==> src/rtl/key_event_module.sv <==
// Key event classifier: turns a debounced key level into short-press,
// long-press and double-click pulses using a 1 ms timebase.
module key_event_module #(
    parameter logic [15:0] T1MS      = 16'd49_999,
    parameter logic [11:0] LONG_MS   = 12'd1000,
    parameter logic [11:0] DCLICK_MS = 12'd250
) (
    input  logic CLK,
    input  logic RST,
    input  logic Key_In,
    output logic Short_Pulse,
    output logic Long_Pulse,
    output logic Double_Pulse,
    output logic Busy
);

    localparam logic [2:0] IDLE      = 3'd0;
    localparam logic [2:0] PRESS1    = 3'd1;
    localparam logic [2:0] LONG_HOLD = 3'd2;
    localparam logic [2:0] WAIT2     = 3'd3;
    localparam logic [2:0] PRESS2    = 3'd4;

    logic [2:0]  state;
    logic [2:0]  nxt;
    logic        prev;
    logic [15:0] presc;
    logic [11:0] ms_cnt;
    logic        rise;
    logic        fall;
    logic        set_short;
    logic        set_long;
    logic        set_double;
    logic        timing;

    assign rise   = Key_In & ~prev;
    assign fall   = ~Key_In & prev;
    assign timing = (state == PRESS1) || (state == WAIT2);

    // Next state and event selection; a key edge always wins over a timeout.
    always_comb begin
        nxt        = state;
        set_short  = 1'b0;
        set_long   = 1'b0;
        set_double = 1'b0;
        case (state)
            IDLE: begin
                if (rise) nxt = PRESS1;
            end
            PRESS1: begin
                if (fall) begin
                    nxt = WAIT2;
                end else if (ms_cnt == LONG_MS) begin
                    nxt      = LONG_HOLD;
                    set_long = 1'b1;
                end
            end
            LONG_HOLD: begin
                if (fall) nxt = IDLE;
            end
            WAIT2: begin
                if (rise) begin
                    nxt = PRESS2;
                end else if (ms_cnt == DCLICK_MS) begin
                    nxt       = IDLE;
                    set_short = 1'b1;
                end
            end
            PRESS2: begin
                if (fall) begin
                    nxt        = IDLE;
                    set_double = 1'b1;
                end
            end
            default: nxt = IDLE;
        endcase
    end

    // State, key history and registered outputs.
    always_ff @(posedge CLK or posedge RST) begin
        if (RST) begin
            state        <= IDLE;
            prev         <= 1'b1;
            Short_Pulse  <= 1'b0;
            Long_Pulse   <= 1'b0;
            Double_Pulse <= 1'b0;
            Busy         <= 1'b0;
        end else begin
            state        <= nxt;
            prev         <= Key_In;
            Short_Pulse  <= set_short;
            Long_Pulse   <= set_long;
            Double_Pulse <= set_double;
            Busy         <= (nxt != IDLE);
        end
    end

    // Millisecond timebase; restarts on every state change.
    always_ff @(posedge CLK or posedge RST) begin
        if (RST) begin
            presc  <= 16'd0;
            ms_cnt <= 12'd0;
        end else if ((nxt != state) || !timing) begin
            presc  <= 16'd0;
            ms_cnt <= 12'd0;
        end else if (presc == T1MS) begin
            presc  <= 16'd0;
            ms_cnt <= ms_cnt + 12'd1;
        end else begin
            presc  <= presc + 16'd1;
        end
    end

endmodule
==> config.mk <==
export PLATFORM = sky130hd
export DESIGN_NAME = key_event_module
export DESIGN_NICKNAME = d
export VERILOG_FILES = /design/src/rtl/key_event_module.sv
export SDC_FILE = /design/constraint.sdc
export NUM_CORES = 1
export LEC_CHECK = 0
export ABC_AREA = 0
export BUFFER_PORTS_ARGS = -buffer_cell sky130_fd_sc_hd__buf_2
export CORE_ASPECT_RATIO = 1.2
export CORE_UTILIZATION = 35
export DETAILED_ROUTE_END_ITERATION = 10
export PLACE_DENSITY_LB_ADDON = 0.05
export SLEW_MARGIN = 10
export SYNTH_ARGS = -nofsm -noshare
export SYNTH_HDL_FRONTEND = slang
export SYNTH_SLANG_ARGS = --single-unit
==> constraint.sdc <==
create_clock -name CLK -period 4 [get_ports CLK]
set_input_delay 0.8 -clock CLK [delete_from_list [all_inputs] [get_ports CLK]]
set_output_delay 0.8 -clock CLK [all_outputs]
set_load 0.01 [all_outputs]
==> results by group, run 1 <==
Outcome
  • Status: complete, no violations

Critical path
  • CP Launch Point: ms_cnt[2]
  • Crit path arrival time: 2.86 ns
  • Crit Reg-Reg Startpoint: ms_cnt[2]
  • Crit-path max FO: 28
  • FF-to-FF End: presc[13]
  • Startpoint Class: flip-flop
  • CP Capture Point: presc[13]
  • R2R Setup Slk: 1.26 ns
  • CP Class: reg -> reg
  • R2r worst-path depth: 5
  • CP endpoint kind: flip-flop
  • CP Data Required Time: ~4.1 ns

CTS
  • CTS buffer count: 5
  • Post-CTS repair timing setup buffer count: 0
  • CTS tree: yes
  • Root Driver: clkbuf_8
  • Reg clk slew, reported paths: 0.08 ns
  • # H-tree levels: 2
  • Clk_lat worst skew: roughly 0.29 ns
  • CTS resizes: 0
  • Hold buffer count at cts: 0
  • Max Root-Sink Buffers: 2
  • CTS Sinks: 36

STA
  • TNS Setup: 0 ns
  • Max-Slew Margin vs Limit: between 30% and 40%
  • Slew Limit Fails: 0
  • Count of final setup violators: 0
  • Period utilisation layout: between 60 and 70%
  • RSZ-0062 raised after global routing: false
  • Skew final: 0.0106 ns
  • Worst Tran Pin Value: 1.02 ns
  • Final Hold Viols: 0
  • Top achievable clock speed: 364 MHz
  • Period minus WS final: 2.74 ns

Power and ir drop
  • Leak: 0.819 nW
  • Net Switching: ~280 µW
  • Comb power frac: roughly 17%
  • Maximum vdd drop: around 0.15 mV
  • P_int: between 600 and 700 µW
  • Sequential share of power: 47.0%
  • Power density cells: about 430 nW/µm²
  • Sw frac: between 30% and 40%
  • Power, Total: 900 µW
  • Clock Power Share: 35.8%

Synth
  • Top-area cell type share of the netlist area: ~46%
  • Synth warn: 0
  • Seq cells post-synth: 36
  • Synth Flop Type: dfrtp_1
  • Post-synthesis cell count: 199
  • Synth cell count leaders: 35 x dfrtp_1, 28 x nor2_1, 19 x nor3_1
  • Seq/Total Area, Yosys: 47.3%
  • Most instantiated library cell after synthesis: dfrtp_1
  • Number of flops mapped to enable cells by yosys: 0
  • Syn Area/Cell: 9.58 µm²
  • Net Count, Synth: 206
  • Post-synth cell types: 40
  • Netlist Area Pre-Place: 1910 µm²
  • Synth area leader: dfrtp_1
  • Post-synth ARST share: between 90% and 100%
  • Largest cells by area after synthesis: dfrtp_1 46%, xnor2_1 6.0%, nor2_1 5.5%

Final layout
  • Antenna Cells: 0
  • Nets@finish: 213
  • P&R area growth vs syn: 9.13%
  • Layout cells sized above 1: between 10% and 20%

Drt
  • Detail Route Antenna Nets: 0
  • Final wirelength: 3830 µm
  • Vias per Instance: 5.42
  • Residual DRC count: 0
  • DRT Pass-1 Iters: 4
  • WL per Instance: 14.2 µm
  • DR vias: 1458
  • DRT iter0 DRCs: 82

Flow run
  • Max Cap Viol: 0

Hold path
  • Hold Path Class: reg -> reg
  • Hold path depth: 1

Global route
  • Total GRT Usage: 14.5%
  • Antenna violations before repair: 0
  • GR Util met2: 25.6%
  • Met3 Use GR: 3.28%
  • First-pass GRT wire length: between 6000 and 7000 µm
  • Vias in the first global route: 1459
  • Largest net degree at the start of global routing: 29
  • Met1 usage: 16.4%
  • GRT overflow: 0
  • Top Usage Layer GRT: met2

Floorplanning
  • DIE AREA: 5740 µm²
  • Die outline width: 69.4 µm
  • Core box area: about 5300 µm²
  • I/O pins: 7
  • Initial Util: 36.2%
  • Die height: 82.8 µm
  • Site Rows: 29

Place
  • Dpl hpwl: 2760 µm
  • Routability cong.: 0.805
  • IO buf count: 6
-- flip-flops by register name (all words and copies together), names as in the netlist --
| signal | flops |
|---|---|
| prev | 1 |
| ms_cnt | 12 |
| Long_Pulse | 1 |
| Short_Pulse | 1 |
| Double_Pulse | 1 |
| state | 3 |
| presc | 16 |
| Busy | 1 |
-- per-layer routing --
layer  vias up  wire length (µm)
met5         -                 0
met4         0                86
met3         7               105
met2        21              2010
met1       726              1630
li1        704                 -
-- layout make-up --
type                            count  area [µm²]
Fill cell                         536        3180
Multi-Input combinational cell    149         925
Sequential cell                    36         902
Tap cell                           62        77.6
Clock buffer                        5        68.8
Clock inverter                      3        42.5
Timing Repair Buffer                7        37.5
Inverter                            7        26.3
-- power groups by stage --
stage,Sequential [mW],Combinational [mW],Clock [mW]
floorplan,0.416,0.158,0
finish,0.423,0.155,0.322
detailed placement,0.430,0.160,0
CTS,0.422,0.160,0.333
global route,0.427,0.175,0.351
global placement,0.428,0.157,0
-- metrics by stage --
| stage | hold slack, ns | std cells | setup WS, ns | cell area (µm²) | utilization [%] |
|---|---|---|---|---|---|
| final | 0.504 | 269 | 1.26 | 2080 | 39.5 |
| after global routing | 0.536 | 269 | 1.08 | 2080 | 39.5 |
| after CTS | 0.505 | 269 | 1.22 | 2080 | 39.5 |
| after detailed placement | 0.494 | 261 | 1.23 | 1970 | 37.4 |
| after global placement | 0.489 | 261 | 1.27 | 1970 | 37.4 |
| after floorplan | 0.461 | 199 | 1.83 | 1910 | - |
-- critical path, cell delays in order, from the launching register on --
cell	delay, ns
dfrtp_1	0.44
or4b_4	0.55
or4_4	0.56
o21ai_2	0.14
a21o_1	0.73
nor3_1	0.15
-- worst min path at each step --
stage                     startpoint  endpoint  slack, ns
final                       presc[0]  presc[0]       0.50
after global routing        presc[0]  presc[0]       0.54
after CTS                   presc[0]  presc[0]       0.50
after detailed placement    presc[0]  presc[0]       0.49
after global placement      presc[0]  presc[0]       0.49
after floorplan             presc[0]  presc[0]       0.46
-- layout by cell type (no fill, tap or decap), types with 3 or more instances in the layout --
cell / Yosys / final
xnor2_1: 13 / 13
dfrtp_1: 35 / 35
nor2_1: 28 / 28
xor2_1: 11 / 11
a21oi_1: 5 / 5
ha_1: 4 / 4
nor3_1: 19 / 19
nand4_1: 9 / 9
clkbuf_8: 0 / 5
buf_2: 0 / 6
nand2b_1: 4 / 4
nand2_1: 13 / 13
nor4_1: 3 / 3
nand3_1: 12 / 12
inv_1: 7 / 7
-- logic make-up after synthesis --
group,count (synthesis),synth area share [%]
AOI/OAI and AO/OA,13,4.53
xor gates and xnor gates,24,11.0
adders and majority gates,4,2.63
buffers and inverters,14,4.14
DFF,36,47.3
muxes,1,0.525
and+or+nand+nor,107,29.8
(Power assumes the default switching activity.)
==> run 2, diff against run 1 <==
Settings changed: ABC_AREA 0 to 1.
Clock period 4 ns to 2.75 ns, I/O delays scaled along.
==> run 2 against run 1 <==
Net effect: global-route usage increased by 1.3 points; highest routed layer unchanged; the flow now finishes with violations (design-rule violations); total power increased by 45%; worst setup slack got worse by 0.30 ns; largest power group unchanged.
==> results by group, run 2 <==
Outcome
  • Status: finished, violations left
  • Failing checks: design-rule violations

Final layout
  • P&R area growth vs syn: 9.29%
  • Layout cells sized above 1: 18.0%
  • Biggest register: presc
  • Fillers: ~590
  • Antenna Cells: 0
  • Most common cell after layout, fill and taps aside: nand2_1
  • Fin util: 39.7%
  • Seq. cell area: 902 µm²
  • Area of the multi-input gates: about 980 µm²
  • Max reg flops: 16
  • Biggest regs: presc: 16 flops, ms_cnt: 12 flops, state: 3 flops
  • Final instance area: 2240 µm²
  • Nets@finish: 261
  • Commonest non-fill, non-tap cells in the layout: 39 x nand2_1, 37 x nor2_1, 35 x dfrtp_1

Power and ir drop
  • Maximum vdd drop: 0.455 mV
  • P_int: 896 µW
  • Sequential share of power: 45.3%
  • Power, Total: between 1 and 1.5 mW
  • Comb power frac: 19.0%
  • Power density cells: around 600 nW/µm²
  • Sw frac: 31.3%
  • Clock Power Share: 35.6%
  • Net Switching: 408 µW
  • Leak: 0.982 nW

Synth
  • Most instantiated library cell after synthesis: nand2_1
  • Post-synthesis mux area share: 0%
  • Synth area leader: dfrtp_1
  • Synth Flop Type: dfrtp_1
  • Synth warn: 0
  • Post-synthesis simple-gate area fraction: 37.6%
  • Compound-cell area share of the yosys netlist: ~1.9%
  • Post-synth cell types: 31
  • Syn Area/Cell: between 8 and 9 µm²
  • Netlist Area Pre-Place: between 2000 and 2500 µm²
  • Post-synth ARST share: 100%
  • Largest family of logic cells by synthesized area: simple AND/OR/NAND/NOR gates
  • Number of flops mapped to enable cells by yosys: 0
  • Seq/Total Area, Yosys: ~44%
  • Post-synthesis cell count: roughly 240
  • Net Count, Synth: 251
  • Seq cells post-synth: 36
  • Synth Area in XOR/XNOR: 5.99%
  • Synth cell count leaders: 39 x nand2_1, 37 x nor2_1, 35 x dfrtp_1
  • Post-synthesis adder-cell area fraction: 2.44%
  • Top-area cell type share of the netlist area: 42.8%
  • Largest cells by area after synthesis: dfrtp_1 43%, nand2_1 7.2%, nor2_1 6.8%

Global route
  • Vias in the first global route: 1551
  • Antenna violations before repair: 0
  • Met1 usage: 19.5%
  • Largest net degree at the start of global routing: 37
  • Met3 Use GR: 3.53%
  • Top Usage Layer GRT: met2
  • GRT overflow: 0
  • First-pass GRT wire length: 7360 µm
  • GR Util met2: about a quarter
  • Total GRT Usage: between 10% and 20%

Floorplanning
  • Core box area: 5630 µm²
  • Die height: 85.8 µm
  • Site Rows: 30
  • Die outline width: 71.8 µm
  • Initial Util: 36.4%
  • DIE AREA: around 6200 µm²
  • I/O pins: 7

Flow run
  • Max Cap Viol: 0

Drt
  • WL per Instance: 13.2 µm
  • Vias per Instance: 4.91
  • Residual DRC count: 1
  • DR vias: 1567
  • DRT iter0 DRCs: between 40 and 50
  • DRT Pass-1 Iters: 7
  • Final wirelength: 4220 µm
  • Detail Route Antenna Nets: 0

STA
  • Max-Slew Margin vs Limit: roughly 69%
  • Min setup slack post-route: roughly 0.96 ns
  • Period utilisation layout: 65.1%
  • Worst Tran Pin Value: 0.467 ns
  • Slew Limit Fails: 0
  • Skew final: 0.00901 ns
  • RSZ-0062 raised after global routing: false
  • Period minus WS final: 1.79 ns
  • Final Hold Viols: 0
  • Count of final setup violators: 0
  • Top achievable clock speed: 559 MHz
  • TNS Setup: 0 ns

Critical path
  • R2r worst-path depth: 8
  • CP Launch Point: ms_cnt[0]
  • Crit path arrival time: 1.98 ns
  • CP Class: reg -> reg
  • Crit Reg-Reg Startpoint: ms_cnt[0]
  • CP endpoint kind: flip-flop
  • Startpoint Class: flip-flop
  • Crit-path max FO: 28
  • FF-to-FF End: ms_cnt[2]
  • CP Data Required Time: about 2.9 ns
  • R2R Setup Slk: 0.96 ns

CTS
  • CTS Sinks: 36
  • Max Root-Sink Buffers: 2
  • Clk_lat worst skew: ~0.29 ns
  • CTS buffer count: 5
  • Post-CTS repair timing setup buffer count: 0
  • Root Driver: clkbuf_8
  • # H-tree levels: 2
  • Reg clk slew, reported paths: 0.08 ns
  • Hold buffer count at cts: 0
  • CTS tree: yes
  • CTS resizes: 0

Place
  • Routability cong.: 0.800
  • Place WS: roughly 0.80 ns
  • Dpl hpwl: 3110 µm
  • DP Area: 2130 µm²
  • IO buf count: 6

Hold path
  • Hold Path Class: in -> async
run 2: power by group through the flow:
stage	logic, mW	clock network, mW	registers [mW]
6_report	0.248	0.465	0.592
4_1_cts	0.258	0.490	0.591
3_3_place_gp	0.258	0	0.603
5_1_grt	0.287	0.508	0.597
2_1_floorplan	0.224	0	0.601
3_5_place_dp	0.257	0	0.602
run 2: layout make-up:
cell class,count,share of cell area (%)
Multi-Input combinational cell,171,43.8
Sequential cell,36,40.3
Inverter,33,5.59
Tap cell,64,3.58
Clock buffer,5,3.08
Clock inverter,3,1.90
Timing Repair Buffer,7,1.68
run 2: per-layer routing:
metal	wire, µm	part of all wire, %
met1	1970	47
met2	2130	50
met3	71	1.7
met4	53	1.3
met5	0	0
run 2: how the worst max path moves through the flow:
| stage | slack (ns) | end | depth (start not counted) |
|---|---|---|---|
| after floorplan | 1.25 | presc[13] | 10 |
| after global placement | 0.83 | ms_cnt[2] | 8 |
| after detailed placement | 0.80 | ms_cnt[2] | 8 |
| after CTS | 0.89 | ms_cnt[2] | 8 |
| after global routing | 0.70 | presc[6] | 8 |
| final | 0.96 | ms_cnt[2] | 8 |
run 2: through the flow:
step,cells,hold WS [ns]
5_1_grt,319,0.337
3_3_place_gp,311,0.456
3_5_place_dp,311,0.462
2_1_floorplan,244,0.441
6_report,319,0.358
4_1_cts,319,0.343
run 2: cells by family (layout without fill, tap and decap cells):
kind of cell	count (synthesis)	in the layout
xor+xnor	14	14
compound gates	6	6
fa+ha+maj	4	4
flops	36	36
simple gates	147	147
buf+inv	37	48
run 2: worst max-delay path, stage by stage, from the launching register on:
cell	delay [ns]
dfrtp_1	0.39
inv_1	0.09
ha_1	0.21
nor3b_1	0.14
nand3_1	0.11
nand2_2	0.09
nand3_4	0.10
nand3_4	0.29
nor3_1	0.26
==> run 3, diff against run 2 <==
Clock period 2.75 ns to 1.7 ns, I/O delays scaled along.
==> run 3 against run 2 <==
Net effect: the flow still finishes with violations (design-rule violations); critical path depth increased by 2; clock power increased by 38%; routed wire length increased by 7.0%; first-iteration DRC count increased by 93%; die area unchanged; total power increased by 70%; via count increased by 5.4%; maximum frequency increased by 11%; worst setup slack got worse by 0.87 ns; non-clock buffer count increased by 17; largest cell class unchanged.
==> results by group, run 3 (synthesis gave the netlist of run 2 again) <==
CTS
  • CTS buffer count: 5
  • Reg clk slew, reported paths: around 0.070 ns
  • Hold buffer count at cts: 0
  • Root Driver: clkbuf_8
  • CTS Sinks: 36
  • Clk_lat worst skew: 0.29 ns
  • CTS tree: yes
  • # H-tree levels: 2
  • Max Root-Sink Buffers: 2

Critical path
  • Startpoint Class: flip-flop
  • Worst path cell trace: inv_1 -> ha_1 -> nand2_1 -> nor2_2 -> nand4_1 -> nand2_1 -> nand3_4 -> nand3_4 -> clkbuf_16 -> nor2_1
  • Crit-path max FO: 9
  • Delay-heaviest family, CP: simple AND/OR/NAND/NOR gates
  • Largest stage delay, worst path: 0.43 ns
  • CP endpoint kind: flip-flop
  • CP Class: reg -> reg
  • Crit path arrival time: 1.79 ns
  • Buf/Inv on CP: 2
  • Slowest-stage cell, CP: dfrtp_1
  • CP Data Required Time: 1.88 ns

Drt
  • Detail Route Antenna Nets: 0
  • DRT iter0 DRCs: 83
  • DRT Pass-1 Iters: 7
  • Final wirelength: between 4000 and 5000 µm
  • WL per Instance: 13.4 µm
  • Vias per Instance: 4.91
  • Residual DRC count: 1
  • DR vias: 1651

Power and ir drop
  • Leak: 1.08 nW
  • Maximum vdd drop: about 0.56 mV
  • Power density cells: 912 nW/µm²

Outcome
  • Failing checks: design-rule violations
  • Status: finished, violations left

STA
  • Count of final setup violators: 0
  • Period utilisation layout: 94.6%
  • Max-Slew Margin vs Limit: 69.6%
  • Worst Tran Pin Value: 0.456 ns
  • Slew Limit Fails: 0
  • TNS Setup: 0 ns
  • Top achievable clock speed: between 600 and 700 MHz
  • Period minus WS final: approximately 1.6 ns
  • Final Hold Viols: 0
  • Skew final: roughly 0.0067 ns
  • RSZ-0062 raised after global routing: true

Floorplanning
  • Initial Util: 36.4%
  • Site Rows: 30
  • I/O pins: 7
  • Core box area: 5630 µm²
  • DIE AREA: approximately 6200 µm²
  • Die outline width: between 70 and 80 µm
  • Die height: 85.8 µm

Global route
  • Largest net degree at the start of global routing: 37
  • GRT overflow: 0
  • Antenna violations before repair: 0
  • Vias in the first global route: 1580
  • First-pass GRT wire length: 7570 µm
  • Total GRT Usage: between 10% and 20%

Final layout
  • Antenna Cells: 0
  • Nets@finish: 278
  • Final std cells w/o fill: roughly 340
  • Biggest register: presc
  • P&R area growth vs syn: 18.6%
  • Most common cell after layout, fill and taps aside: nand2_1
  • Fillers: between 500 and 600
  • Layout cells sized above 1: a little over a quarter
  • Max reg flops: 16
  • Biggest regs: presc: 16 flops, ms_cnt: 12 flops, state: 3 flops
  • Commonest non-fill, non-tap cells in the layout: 39 x nand2_1, 34 x nor2_1, 33 x dfrtp_1

Flow run
  • Max Cap Viol: 0

Place
  • Dpl hpwl: 3320 µm
  • Post-placement cell count: 324
  • IO buf count: 6
  • Routability cong.: ~0.77

Hold path
  • Hold Path Class: in -> async
## run 3: cell types whose count changed in the layout (fill, tap and decap cells not counted), moves of 2 or more
cell / change
buf_12: +2
buf_4: +14
clkbuf_1: +2
dfrtp_1: -2
dfrtp_2: +2
nor2_1: -3
nor2_2: +2
nor3_1: -3
nor3_2: +3
## run 3: path summary, 6_finish.rpt
kind                                start         to  slack, ns  cells past startpoint
worst min-delay path                  RST  ms_cnt[5]       0.14                      3
worst max register to register  ms_cnt[1]  ms_cnt[7]       0.09                     10
min in group CLK                   Key_In       prev       0.16                      1
worst max-delay path            ms_cnt[1]  ms_cnt[7]       0.09                     10
max in group asynchronous             RST  ms_cnt[8]       1.21                      3
worst min register to register   presc[0]   presc[0]       0.46                      1
## run 3: area by class of cell
type / count / area [µm²] / area share [%]
Multi-Input combinational cell: 171 / 1020 / 41.9
Sequential cell: 36 / 905 / 37.2
Timing Repair Buffer: 24 / 208 / 8.55
Inverter: 33 / 128 / 5.26
Clock buffer: 8 / 90.1 / 3.71
Tap cell: 64 / 80.1 / 3.30
## run 3: timing repair
action / 4_1_cts / 5_1_grt
setup buffers: 1 / 2
pin swaps: 0 / 2
endpoints found under the setup margin: 1 / 28
resized for setup: 0 / 13
cloned: 0 / 1
## run 3: worst register-to-register path, stage by stage, from the launching register on
cell	delay (ns)
dfrtp_1	0.43
inv_1	0.07
ha_1	0.13
nand2_1	0.06
nor2_2	0.10
nand4_1	0.13
nand2_1	0.14
nand3_4	0.09
nand3_4	0.13
clkbuf_16	0.18
nor2_1	0.04
## run 3: power breakdown
group	internal [mW]	switching (mW)	leakage (nW)
Clock	0.331	0.312	0.0455
Combinational	0.260	0.351	0.545
Sequential	0.908	0.0509	0.489
## run 3: metrics by stage
stage	cell area, µm²	util [%]	worst slack, ns	power, mW	hold WS (ns)
5_1_grt	2430	43.1	-0.0214	2.34	0.143
6_report	2430	43.1	0.0922	2.21	0.142
4_1_cts	2350	41.7	0.0597	2.17	0.145
2_1_floorplan	2050	-	0.200	1.34	0.344
3_5_place_dp	2250	39.9	0.0134	1.51	0.456
3_3_place_gp	2250	39.9	-0.00604	1.52	0.448
## run 3: metal layers
metal | GRT usage, % | wire [µm] | up-vias
li1 | - | - | 838
met1 | 20.0 | 2050 | 790
met2 | 27.7 | 2290 | 17
met3 | 3.17 | 106 | 6
met4 | 5.35 | 69 | 0
met5 | 0 | 0 | -
